$ cat config.mk
export PLATFORM = sky130hd
export DESIGN_NAME = pipeline_hazard_ctrl
export DESIGN_NICKNAME = d
export VERILOG_FILES = /design/src/rtl/pipeline_hazard_ctrl_pkg.sv /design/src/rtl/hazard_scoreboard.sv /design/src/rtl/pipeline_hazard_ctrl.sv
export SDC_FILE = /design/constraint.sdc
export NUM_CORES = 1
export LEC_CHECK = 0
export BUFFER_PORTS_ARGS = -buffer_cell sky130_fd_sc_hd__buf_2
export CAP_MARGIN = 20
export CORE_MARGIN = 3
export CORE_UTILIZATION = 30
export CTS_CLUSTER_SIZE = 20
export DETAILED_ROUTE_END_ITERATION = 6
export GPL_ROUTABILITY_DRIVEN = 0
export HOLD_SLACK_MARGIN = 0.05
export PLACE_DENSITY_LB_ADDON = 0.25
export REMOVE_ABC_BUFFERS = 1
export SLEW_MARGIN = 0
export SYNTH_ARGS = -nofsm -noshare
export SYNTH_HDL_FRONTEND = slang
export SYNTH_HIERARCHICAL = 1
export SYNTH_SLANG_ARGS = --single-unit
export TNS_END_PERCENT = 20
$ cat constraint.sdc
create_clock -name clk -period 2.7 [get_ports clk]
set_input_delay 0.27 -clock clk [delete_from_list [all_inputs] [get_ports clk]]
set_output_delay 0.27 -clock clk [all_outputs]
set_load 0.05 [all_outputs]
$ cat src/rtl/pipeline_hazard_ctrl_pkg.sv
// Shared types and constants for the decode-stage hazard controller.
package pipeline_hazard_ctrl_pkg;

  localparam int unsigned NUM_REGS_DEFAULT = 32;
  localparam int unsigned REG_IDX_W        = 5;

  typedef enum logic [1:0] {
    INIT     = 2'd0,
    RUN      = 2'd1,
    MEM_WAIT = 2'd2
  } hazard_state_t;

endpackage

$ cat src/rtl/hazard_scoreboard.sv
// Pending-write scoreboard: one bit per architectural register, x0 never set.
module hazard_scoreboard
  import pipeline_hazard_ctrl_pkg::*;
#(
  parameter int unsigned NUM_REGS = NUM_REGS_DEFAULT
) (
  input  logic                 clk,
  input  logic                 rst_n,
  input  logic                 set_en,
  input  logic [REG_IDX_W-1:0] set_idx,
  input  logic                 clr_en,
  input  logic [REG_IDX_W-1:0] clr_idx,
  input  logic [REG_IDX_W-1:0] rs1_idx,
  input  logic [REG_IDX_W-1:0] rs2_idx,
  input  logic [REG_IDX_W-1:0] rd_idx,
  output logic                 rs1_pend,
  output logic                 rs2_pend,
  output logic                 rd_pend
);

  logic [NUM_REGS-1:0] pending_q;
  logic [NUM_REGS-1:0] pending_d;

  // Next pending vector: clear first so a same-register set wins.
  always_comb begin
    pending_d = pending_q;
    if (clr_en && (clr_idx != '0)) pending_d[clr_idx] = 1'b0;
    if (set_en && (set_idx != '0)) pending_d[set_idx] = 1'b1;
  end

  // Pending register with asynchronous clear.
  always_ff @(posedge clk or negedge rst_n) begin
    if (!rst_n) pending_q <= '0;
    else        pending_q <= pending_d;
  end

  // Combinational lookups on the registered bits (no WB bypass).
  always_comb begin
    rs1_pend = pending_q[rs1_idx];
    rs2_pend = pending_q[rs2_idx];
    rd_pend  = pending_q[rd_idx];
  end

endmodule

$ cat src/rtl/pipeline_hazard_ctrl.sv
// Decode-stage sequencer: issue/stall/squash decisions, memory freeze, stall counter.
module pipeline_hazard_ctrl
  import pipeline_hazard_ctrl_pkg::*;
#(
  parameter int unsigned NUM_REGS = NUM_REGS_DEFAULT,
  parameter int unsigned CNT_W    = 32
) (
  input  logic                 clk,
  input  logic                 reset,
  input  logic                 id_valid,
  input  logic [REG_IDX_W-1:0] id_rs1,
  input  logic [REG_IDX_W-1:0] id_rs2,
  input  logic [REG_IDX_W-1:0] id_rd,
  input  logic                 id_use_rs1,
  input  logic                 id_use_rs2,
  input  logic                 id_reg_write,
  input  logic                 wb_valid,
  input  logic [REG_IDX_W-1:0] wb_rd,
  input  logic                 ex_branch_taken,
  input  logic                 mem_busy,
  output logic                 stall_if,
  output logic                 stall_id,
  output logic                 bubble_ex,
  output logic                 flush_id,
  output logic                 issue,
  output logic                 freeze,
  output logic [CNT_W-1:0]     stall_count
);

  hazard_state_t    state_q, state_d;
  logic [CNT_W-1:0] stall_count_q, stall_count_d;
  logic             rs1_pend, rs2_pend, rd_pend;
  logic             hazard;

  hazard_scoreboard #(
    .NUM_REGS (NUM_REGS)
  ) u_scoreboard (
    .clk      (clk),
    .rst_n    (reset),
    .set_en   (issue && id_reg_write),
    .set_idx  (id_rd),
    .clr_en   (wb_valid),
    .clr_idx  (wb_rd),
    .rs1_idx  (id_rs1),
    .rs2_idx  (id_rs2),
    .rd_idx   (id_rd),
    .rs1_pend (rs1_pend),
    .rs2_pend (rs2_pend),
    .rd_pend  (rd_pend)
  );

  // RAW on either source or WAW on the destination against in-flight writers.
  always_comb begin
    hazard = id_valid && ((rs1_pend && id_use_rs1) ||
                          (rs2_pend && id_use_rs2) ||
                          (rd_pend  && id_reg_write));
  end

  // Next-state and control outputs.
  // RUN and MEM_WAIT share one branch: MEM_WAIT with mem_busy low is evaluated as RUN.
  always_comb begin
    state_d   = state_q;
    stall_if  = 1'b0;
    stall_id  = 1'b0;
    bubble_ex = 1'b0;
    flush_id  = 1'b0;
    issue     = 1'b0;
    freeze    = 1'b0;
    unique case (state_q)
      RUN, MEM_WAIT: begin
        if (mem_busy) begin
          freeze  = 1'b1;
          state_d = MEM_WAIT;
          if (state_q == MEM_WAIT) begin
            stall_if = 1'b1;
            stall_id = 1'b1;
          end
        end else begin
          state_d = RUN;
          if (ex_branch_taken) begin
            flush_id  = 1'b1;
            bubble_ex = 1'b1;
          end else if (hazard) begin
            stall_if  = 1'b1;
            stall_id  = 1'b1;
            bubble_ex = 1'b1;
          end else begin
            issue = id_valid;
          end
        end
      end
      default: begin
        stall_if  = 1'b1;
        flush_id  = 1'b1;
        bubble_ex = 1'b1;
        state_d   = RUN;
      end
    endcase
  end

  // Saturating stall-cycle counter.
  always_comb begin
    stall_count_d = stall_count_q;
    if (stall_id && (stall_count_q != '1)) stall_count_d = stall_count_q + CNT_W'(1);
  end

  // State and counter registers.
  always_ff @(posedge clk or negedge reset) begin
    if (!reset) begin
      state_q       <= INIT;
      stall_count_q <= '0;
    end else begin
      state_q       <= state_d;
      stall_count_q <= stall_count_d;
    end
  end

  assign stall_count = stall_count_q;

endmodule
==> results of run 1 <==
## area by class of cell
| class | instances | area, um2 | share of cell area, % |
|---|---|---|---|
| multi-input combinational | 336 | 2320 | 45.1 |
| sequential | 66 | 1650 | 32.2 |
| timing repair buffer | 95 | 626 | 12.2 |
| clock buffer | 13 | 270 | 5.27 |
| tap | 172 | 215 | 4.19 |
| clock inverter | 2 | 35.0 | 0.683 |
| inverter | 5 | 18.8 | 0.366 |
## cells by family (layout without fill, tap and decap cells)
| logic type | count (synthesis) | count (layout) |
|---|---|---|
| buffers and inverters | 16 | 115 |
| xor gates and xnor gates | 30 | 30 |
| AOI/OAI and AO/OA | 102 | 102 |
| adders and majority gates | 2 | 2 |
| muxes | 50 | 50 |
| DFF | 66 | 66 |
| and+or+nand+nor | 152 | 152 |
## per-layer routing
layer  global-route usage (%)  vias up  wire [um]
li1                         -     1744          -
met1                     23.3     1792       5590
met2                     25.7      116       5550
met3                     3.62       11        722
met4                     4.97        0        125
met5                        0        -          0
## flip-flops by register name, indices dropped and copies added, names as in the netlist
name,flops
stall_count,32
state_q,2
u_scoreboard/pending_q,32
## worst max-delay path, cell delays in order, from the launching register on
cell and delay, ns:
dfrtp_1 0.43, mux2i_1 0.18, a22oi_1 0.11, nand3_1 0.09, nand2_1 0.06, a311o_1 0.34
a22oi_2 0.23, a21boi_4 0.24, o21ai_2 0.07, or2_4 0.24, buf_8 0.15
## final timing paths
check	from	slack, ns	to	cells after the start
max	u_scoreboard/pending_q[25]	-0.05	stall_if	10
min	reset	0.03	stall_count[18]	1
max reg2reg	u_scoreboard/pending_q[17]	0.04	u_scoreboard/pending_q[30]	12
min reg2reg	u_scoreboard/pending_q[0]	0.44	u_scoreboard/pending_q[0]	0
max in group asynchronous	reset	1.93	u_scoreboard/pending_q[23]	2
min in group clk	mem_busy	0.26	state_q[1]	3
## where the power goes
group	switching, mW	total (mW)	internal, mW
clock network	0.407	1.19	0.783
logic	0.584	0.917	0.334
registers	0.0930	1.16	1.06
total	1.08	3.26	2.18
## per-stage QoR
stage | utilization [%] | power [mW] | instances | setup slack (ns) | hold slack (ns)
6_report | 40.0 | 3.26 | 689 | -0.0516 | 0.0268
5_1_grt | 40.0 | 3.41 | 689 | -0.164 | 0.101
4_1_cts | 39.3 | 3.25 | 689 | -0.0312 | 0.0542
3_5_place_dp | 36.4 | 1.98 | 672 | -0.456 | 0.412
3_3_place_gp | 36.4 | 1.98 | 672 | -0.382 | 0.399
2_1_floorplan | - | 1.68 | 407 | -1.33 | -0.0256
## cell usage in the layout (no fill, tap or decap), types with 4 or more instances in the layout
master,Yosys,routed
a311o_1,4,4
a21oi_1,10,9
nand3b_1,8,8
dfrtp_1,66,66
mux2i_1,48,47
nand2_1,35,32
clkbuf_16,0,9
o21ai_0,64,32
nand3_1,30,28
buf_4,0,24
nand2b_1,8,8
xnor2_1,19,19
buf_2,1,62
nand4_1,12,12
xor2_1,11,11
and3_1,7,7
nor2b_1,7,5
inv_1,5,5
a22oi_1,13,11
nor2_1,19,19
buf_6,4,4
o21ai_1,0,29
## cells in the mapped netlist (all sizes together)
library cell | number | area share (%)
clkbuf | 3 | 0.28
a221oi | 2 | 0.59
xor2 | 11 | 2.4
and3 | 7 | 1.1
or3b | 3 | 0.66
nor3 | 2 | 0.25
nor4b | 1 | 0.22
and2 | 4 | 0.62
inv | 5 | 0.47
a21o | 1 | 0.19
o41a | 1 | 0.28
or3 | 1 | 0.16
a22oi | 13 | 2.4
a21boi | 1 | 0.19
nand2b | 8 | 1.2
and2b | 3 | 0.56
nand3 | 30 | 3.7
or2 | 2 | 0.31
nor3b | 1 | 0.19
nor2 | 19 | 1.8
o21ai | 64 | 8.0
xnor2 | 19 | 4.2
a211oi | 3 | 0.56
nor2b | 7 | 1.1
a21oi | 10 | 1.2
o21bai | 1 | 0.19
o31ai | 2 | 0.37
nand3b | 8 | 1.5
and4 | 2 | 0.44
nor4 | 3 | 0.47
buf | 8 | 2.7
a311o | 4 | 1.0
nand2 | 35 | 3.3
ha | 2 | 0.62
dfrtp | 66 | 41
mux2 | 2 | 0.66
nand4b | 3 | 0.66
nand4 | 13 | 2.2
mux2i | 48 | 12
## repair_timing
action                                  4_1_cts  5_1_grt
gates resized for setup                      17       50
pin swaps                                     8       11
endpoints found under the setup margin       35       50
buffers inserted                              2        0
endpoints found under the hold margin         0        0
==> metrics.csv, run 1 <==
stage,metric,value,unit
clock_tree,Clock H-tree levels,3,
flow_run,Max Cap Violations,0,
sta,TNS Setup,-0.0877,ns
pwr,leakage dissipation,2.39,nW
clock_tree,total CTS buffers,9,
sta,setup ws final,-0.0516,ns
cells_and_area,Layout area overhead,28.0,%
route,routed len/inst,17.4,um
critical_path,critical path data arrival time,2.48,ns
global_route,all-layer global routing usage,16.6,%
critical_path,Crit Path Max Fanout,4,
floorplan,Starting Density,31.3,%
route,final WL,12000,um
logic_synthesis,Compound-Gate Fraction of Synth Area,15.0,%
floorplan,Top Ports,67,
critical_path,WS Path Type,flop to output port,
logic_synthesis,main combinational cell family by area after synthesis,simple AND/OR/NAND/NOR gates,
logic_synthesis,#FFs+latches synth,66,
sta,Tightest Pin Transition,0.808,ns
sta,# setup viols final,2,
logic_synthesis,Yosys cell types,44,
route,1st-iter DRT viols,244,
floorplan,Core Box Area,12800,um2
logic_synthesis,yosys warns,6,
logic_synthesis,mux cell area share after synthesis,12.6,%
hold_path,HP Class,input port to async pin,
critical_path,nature of the critical path endpoint,output port,
clock_tree,total clock sinks,66,
sta,Setup Skew,0.00585,ns
pwr,P per Cell Area,636,nW/um2
floorplan,Chip Width,122,um
pwr,Worst VDD drop,463,uV
logic_synthesis,Mapped Area,4010,um2
sta,Worst slew margin,46.1,%
cells_and_area,nets,544,
global_route,antenna violations before repair,0,
global_route,vias in the first global route,3587,
global_route,gr ovfl total,0,
logic_synthesis,xor and xnor area share after synthesis,6.55,%
place,Final HPWL DP,9070,um
global_route,first-pass GRT wire length,19100,um
route,Pre-Repair DR Iteration Count,6,
critical_path,startpoint types,flop,
critical_path,"Data required, critical path",2.43,ns
clock_tree,CTS Buffer Depth,2,
outcome,outcome,"finished, violations left",
route,DR vias,3663,
sta,RSZ-0062 raised after global routing,true,
clock_tree,# hold bufs at CTS,0,
cells_and_area,# diodes,0,
route,Residual DRC,0,
sta,crit path time final,2.75,ns
logic_synthesis,post-synthesis cell count,418,
route,antenna-violating nets left,0,
outcome,failing checks,negative setup slack,
logic_synthesis,Simple-Gate Fraction of Synth Area,20.4,%
route,DR vias/cell,5.32,
sta,fin crit share,102,%
floorplan,Die H,122,um
floorplan,row cnt,41,
logic_synthesis,"Seq/Total Area, Yosys",41.2,%
clock_tree,CTS tree,yes,
cells_and_area,Finished Cell Area,5130,um2
clock_tree,CTS root buffer,clkbuf_16,
place,Port Buf Inserts,66,
cells_and_area,fillcell total,1320,
sta,Final Slew Violations,0,
cells_and_area,layout cell share with drive strength beyond 1,26.1,%
logic_synthesis,Synth Area in Adders,0.624,%
global_route,pin count of the biggest net entering global routing,36,
clock_tree,worst skew pair latency,0.33,ns
clock_tree,"Clk pin slew, worst setup/hold paths",0.05,ns
place,post-placement cell area,4670,um2
sta,Peak Freq,363,MHz
logic_synthesis,syn avg cell area,9.59,um2
floorplan,die footprint,14800,um2
sta,Fin. Hold Viols,0,
(Power assumes the default switching activity.)
==> run 2: changes to the inputs <==
--- a/config.mk
+++ b/config.mk
@@ -15,6 +15,7 @@
 export HOLD_SLACK_MARGIN = 0.05
 export PLACE_DENSITY_LB_ADDON = 0.25
 export REMOVE_ABC_BUFFERS = 1
+export SKIP_LAST_GASP = 1
 export SLEW_MARGIN = 0
 export SYNTH_ARGS = -nofsm -noshare
 export SYNTH_HDL_FRONTEND = slang
==> metrics.csv, run 2 (same netlist as run 1, synthesis figures left out) <==
stage,metric,value,unit
cells_and_area,# diodes,0,
clock_tree,total CTS buffers,9,
cells_and_area,fillcell total,1325,
sta,Worst slew margin,46.0,%
sta,setup ws final,-0.0505,ns
floorplan,row cnt,41,
cells_and_area,layout cell share with drive strength beyond 1,25.5,%
pwr,Worst VDD drop,459,uV
sta,Peak Freq,364,MHz
pwr,leakage dissipation,2.39,nW
cells_and_area,"commonest non-fill, non-tap cells in the layout","dfrtp_1, buf_2, o21ai_0",
critical_path,Worst Setup SP,u_scoreboard/pending_q[17],
critical_path,"Data required, critical path",2.43,ns
sta,crit path time final,2.75,ns
critical_path,Crit Path Max Fanout,4,
clock_tree,"Clk pin slew, worst setup/hold paths",0.05,ns
global_route,all-layer global routing usage,16.6,%
flow_run,Max Cap Violations,0,
critical_path,WS Path Type,flop to output port,
route,Residual DRC,0,
sta,fin crit share,102,%
global_route,gr ovfl total,0,
sta,RSZ-0062 raised after global routing,true,
global_route,first-pass GRT wire length,19100,um
hold_path,HP Class,input port to async pin,
place,Port Buf Inserts,66,
critical_path,R2R Path Start,u_scoreboard/pending_q[17],
critical_path,critical path data arrival time,2.48,ns
critical_path,nature of the critical path endpoint,output port,
clock_tree,total clock sinks,66,
route,1st-iter DRT viols,278,
route,DR vias,3671,
outcome,outcome,"finished, violations left",
sta,Setup Skew,0.00671,ns
clock_tree,worst skew pair latency,0.33,ns
cells_and_area,Multi-input gate area,2310,um2
outcome,failing checks,negative setup slack,
sta,Final Slew Violations,0,
sta,Tightest Pin Transition,0.810,ns
route,DR vias/cell,5.33,
route,Pre-Repair DR Iteration Count,5,
clock_tree,CTS tree,yes,
floorplan,Chip Width,122,um
cells_and_area,Layout area overhead,27.6,%
floorplan,die footprint,14800,um2
floorplan,Starting Density,31.3,%
floorplan,Top Ports,67,
clock_tree,Clock H-tree levels,3,
floorplan,Core Box Area,12800,um2
clock_tree,CTS Buffer Depth,2,
place,Final HPWL DP,9070,um
floorplan,Die H,122,um
cells_and_area,nets,544,
critical_path,startpoint types,flop,
cells_and_area,"commonest non-fill, non-tap cell in the layout",dfrtp_1,
global_route,pin count of the biggest net entering global routing,36,
sta,Fin. Hold Viols,0,
cells_and_area,register area,1650,um2
clock_tree,CTS root buffer,clkbuf_16,
global_route,antenna violations before repair,0,
route,final WL,12000,um
pwr,P per Cell Area,637,nW/um2
global_route,vias in the first global route,3599,
route,routed len/inst,17.4,um
sta,# setup viols final,3,
sta,Min Hold Slack,0.0289,ns
route,antenna-violating nets left,0,
place,Setup WS pre-CTS,-0.456,ns
run 2: cell counts in the layout (fill, tap and decap cells not counted):
Identical to the previous run, type by type.
run 2: worst max-delay path, stage by stage (launching register included):
cell and delay, ns:
dfrtp_1 0.43, mux2i_2 0.24, a22oi_2 0.12, nand4b_1 0.11, a21oi_1 0.05, a311o_1 0.37
a21oi_2 0.18, nand2_1 0.11, nor4b_4 0.27, buf_4 0.26
run 2: layout make-up:
type | count | area share [%]
Sequential cell | 66 | 32.3
Clock inverter | 2 | 0.685
Inverter | 5 | 0.367
Tap cell | 172 | 4.21
Timing Repair Buffer | 95 | 12.0
Clock buffer | 13 | 5.29
Multi-Input combinational cell | 336 | 45.1
run 2: metrics by stage:
| step | cell area (um2) | std cells | util (%) | power, mW | setup TNS (ns) |
|---|---|---|---|---|---|
| floorplan | 3890 | 407 | - | 1.68 | -45.62 |
| global placement | 4670 | 672 | 36.4 | 1.98 | -8.87 |
| detailed placement | 4670 | 672 | 36.4 | 1.98 | -11.66 |
| CTS | 5040 | 689 | 39.3 | 3.25 | -0.0817 |
| global route | 5110 | 689 | 39.9 | 3.40 | -2.60 |
| finish | 5110 | 689 | 39.9 | 3.25 | -0.0950 |
run 2: power by group:
part	total (mW)	internal [mW]	switching [mW]
clock	1.19	0.783	0.403
combinational	0.912	0.329	0.583
sequential	1.16	1.06	0.0927
run 2: what timing repair did:
item | CTS | global route
pin swaps | 8 | 7
buffers inserted | 2 | 0
hold buffers | 0 | 0
resized for setup | 16 | 23
endpoints found under the setup margin | 35 | 48
cloned | 0 | 0
run 2: final timing paths:
| kind | depth (start not counted) | slack, ns | endpoint |
|---|---|---|---|
| max | 9 | -0.05 | issue |
| min | 1 | 0.03 | stall_count[18] |
| max reg2reg | 12 | 0.03 | u_scoreboard/pending_q[30] |
| min reg2reg | 0 | 0.44 | u_scoreboard/pending_q[0] |
| max in group asynchronous | 2 | 1.93 | u_scoreboard/pending_q[10] |
| min in group clk | 3 | 0.26 | state_q[1] |
run 2: routing by layer:
metal	track usage, %	part of all wire (%)
met1	23.3	46
met2	25.7	47
met3	3.62	6.1
met4	4.97	1.1
met5	0	0
==> run 3: changes to the inputs <==
--- a/config.mk
+++ b/config.mk
@@ -9,6 +9,7 @@
 export CAP_MARGIN = 20
 export CORE_MARGIN = 3
 export CORE_UTILIZATION = 30
+export CTS_BUF_LIST = sky130_fd_sc_hd__clkbuf_8
 export CTS_CLUSTER_SIZE = 20
 export DETAILED_ROUTE_END_ITERATION = 6
 export GPL_ROUTABILITY_DRIVEN = 0
==> metrics.csv, run 3 (same netlist as run 1, synthesis figures left out) <==
stage,metric,value,unit
clock_tree,CTS root buffer,clkbuf_8,
sta,fin crit share,102,%
sta,crit path time final,2.75,ns
critical_path,WS Path Type,flop to output port,
pwr,P per Cell Area,581,nW/um2
route,routed len/inst,17.3,um
global_route,vias in the first global route,3610,
critical_path,Worst R2R End,u_scoreboard/pending_q[19],
floorplan,Starting Density,31.3,%
global_route,antenna violations before repair,0,
pwr,Seq pwr share,39.4,%
cells_and_area,Layout area overhead,26.2,%
global_route,all-layer global routing usage,16.6,%
cells_and_area,Finished Cell Area,5060,um2
place,post-placement cell area,4670,um2
critical_path,Worst Setup SP,u_scoreboard/pending_q[25],
route,Residual DRC,0,
pwr,Clk network pwr share,29.3,%
pwr,Psw,1.05,mW
floorplan,row cnt,41,
floorplan,die footprint,14800,um2
floorplan,Chip Width,122,um
global_route,gr ovfl total,0,
route,antenna-violating nets left,0,
pwr,Tot Pwr,2.94,mW
critical_path,startpoint types,flop,
route,DR vias/cell,5.35,
floorplan,Core Box Area,12800,um2
critical_path,flop2flop setup slack,0,ns
pwr,Worst VDD drop,458,uV
flow_run,Max Cap Violations,0,
pwr,leakage dissipation,2.37,nW
clock_tree,total clock sinks,66,
global_route,first-pass GRT wire length,19100,um
sta,Setup Skew,0.00769,ns
critical_path,Reg2Reg Depth,12,
sta,TNS Setup,-0.143,ns
global_route,pin count of the biggest net entering global routing,36,
cells_and_area,# diodes,0,
sta,Worst slew margin,47.2,%
floorplan,Top Ports,67,
sta,setup ws final,-0.0541,ns
clock_tree,"Clk pin slew, worst setup/hold paths",0.07,ns
place,Final HPWL DP,9070,um
route,1st-iter DRT viols,258,
critical_path,nature of the critical path endpoint,output port,
cells_and_area,layout cell share with drive strength beyond 1,26.3,%
pwr,Net Sw Frac,35.6,%
critical_path,"Data required, critical path",2.43,ns
sta,# setup viols final,3,
clock_tree,total CTS buffers,9,
route,Pre-Repair DR Iteration Count,5,
sta,Peak Freq,363,MHz
sta,RSZ-0062 raised after global routing,true,
critical_path,critical path data arrival time,2.48,ns
pwr,Internal Pwr Total,1.89,mW
pwr,Comb power frac,31.4,%
outcome,failing checks,negative setup slack,
outcome,outcome,"finished, violations left",
clock_tree,CTS tree,yes,
place,Cells after DPL,672,
cells_and_area,"commonest non-fill, non-tap cells in the layout","dfrtp_1, buf_2, o21ai_0",
sta,Fin. Hold Viols,0,
sta,Final Slew Violations,0,
critical_path,Setup crit end,stall_if,
critical_path,R2R Path Start,u_scoreboard/pending_q[17],
clock_tree,Clock H-tree levels,3,
hold_path,HP Class,input port to flop,
cells_and_area,Post-Layout Cell Count,692,
cells_and_area,"commonest non-fill, non-tap cell in the layout",dfrtp_1,
floorplan,Die H,122,um
cells_and_area,nets,547,
clock_tree,worst skew pair latency,0.35,ns
clock_tree,CTS Buffer Depth,2,
place,Port Buf Inserts,66,
route,DR vias,3703,
sta,Tightest Pin Transition,0.793,ns
route,final WL,12000,um
critical_path,Crit Path Max Fanout,4,
## run 3: cell count changes in the layout (fill, tap and decap cells not counted), sizes merged
cell	change
buf	+2
dlygate4sd3	+1
inv	+1
clkbuf	-1
## run 3: stage by stage
step                      setup slack [ns]  utilization [%]  hold slack (ns)
final                              -0.0541             39.4            0.235
after global routing                -0.171             39.4            0.224
after CTS                          -0.0609             38.6            0.210
after detailed placement            -0.456             36.4            0.412
after global placement              -0.382             36.4            0.399
after floorplan                      -1.33                -          -0.0256
## run 3: worst min-delay path by stage
stage / start / end / cells after the start
final: mem_busy / state_q[1] / 3
after floorplan: reset / stall_count[0] / 0
after CTS: mem_busy / state_q[1] / 3
after detailed placement: reset / stall_count[18] / 1
after global routing: mem_busy / state_q[1] / 3
after global placement: reset / stall_count[18] / 1
## run 3: worst max-delay path, stage by stage, from the launching register on
cell and delay, ns:
dfrtp_1 0.44, mux2i_1 0.17, a22oi_1 0.11, nand3_1 0.09
nand2_1 0.06, a311o_1 0.34, a22oi_2 0.23, a21boi_4 0.24
o21ai_2 0.07, or2_4 0.23, buf_8 0.15
## run 3: area by class of cell
class / count / area [um2]
Fill cell: 1332 / 7770
Inverter: 5 / 18.8
Sequential cell: 66 / 1650
Clock buffer: 12 / 165
Tap cell: 172 / 215
Clock inverter: 3 / 38.8
Multi-Input combinational cell: 336 / 2320
Timing Repair Buffer: 98 / 643
## run 3: power by group through the flow
| stage | clock network [mW] | registers (mW) | logic (mW) |
|---|---|---|---|
| 2_1_floorplan | 0 | 1.25 | 0.437 |
| 3_3_place_gp | 0 | 1.17 | 0.807 |
| 3_5_place_dp | 0 | 1.17 | 0.814 |
| 4_1_cts | 0.883 | 1.15 | 0.884 |
| 5_1_grt | 0.927 | 1.17 | 0.987 |
| 6_report | 0.860 | 1.16 | 0.922 |
## run 3: what timing repair did
item / in CTS / in global routing
endpoints found under the hold margin: 33 / 0
pin swaps: 10 / 8
hold buffers: 1 / 0
setup endpoints to repair: 35 / 49
gates resized for setup: 18 / 29
setup buffers: 2 / 2
## run 3: per-layer routing
metal  vias to the layer above  GRT usage (%)  share of wire, %
met4                         0           5.53               1.6
met5                         -              0                 0
li1                       1739              -                 -
met3                        14           3.34               6.0
met2                       118           25.7                47
met1                      1832           23.2                46
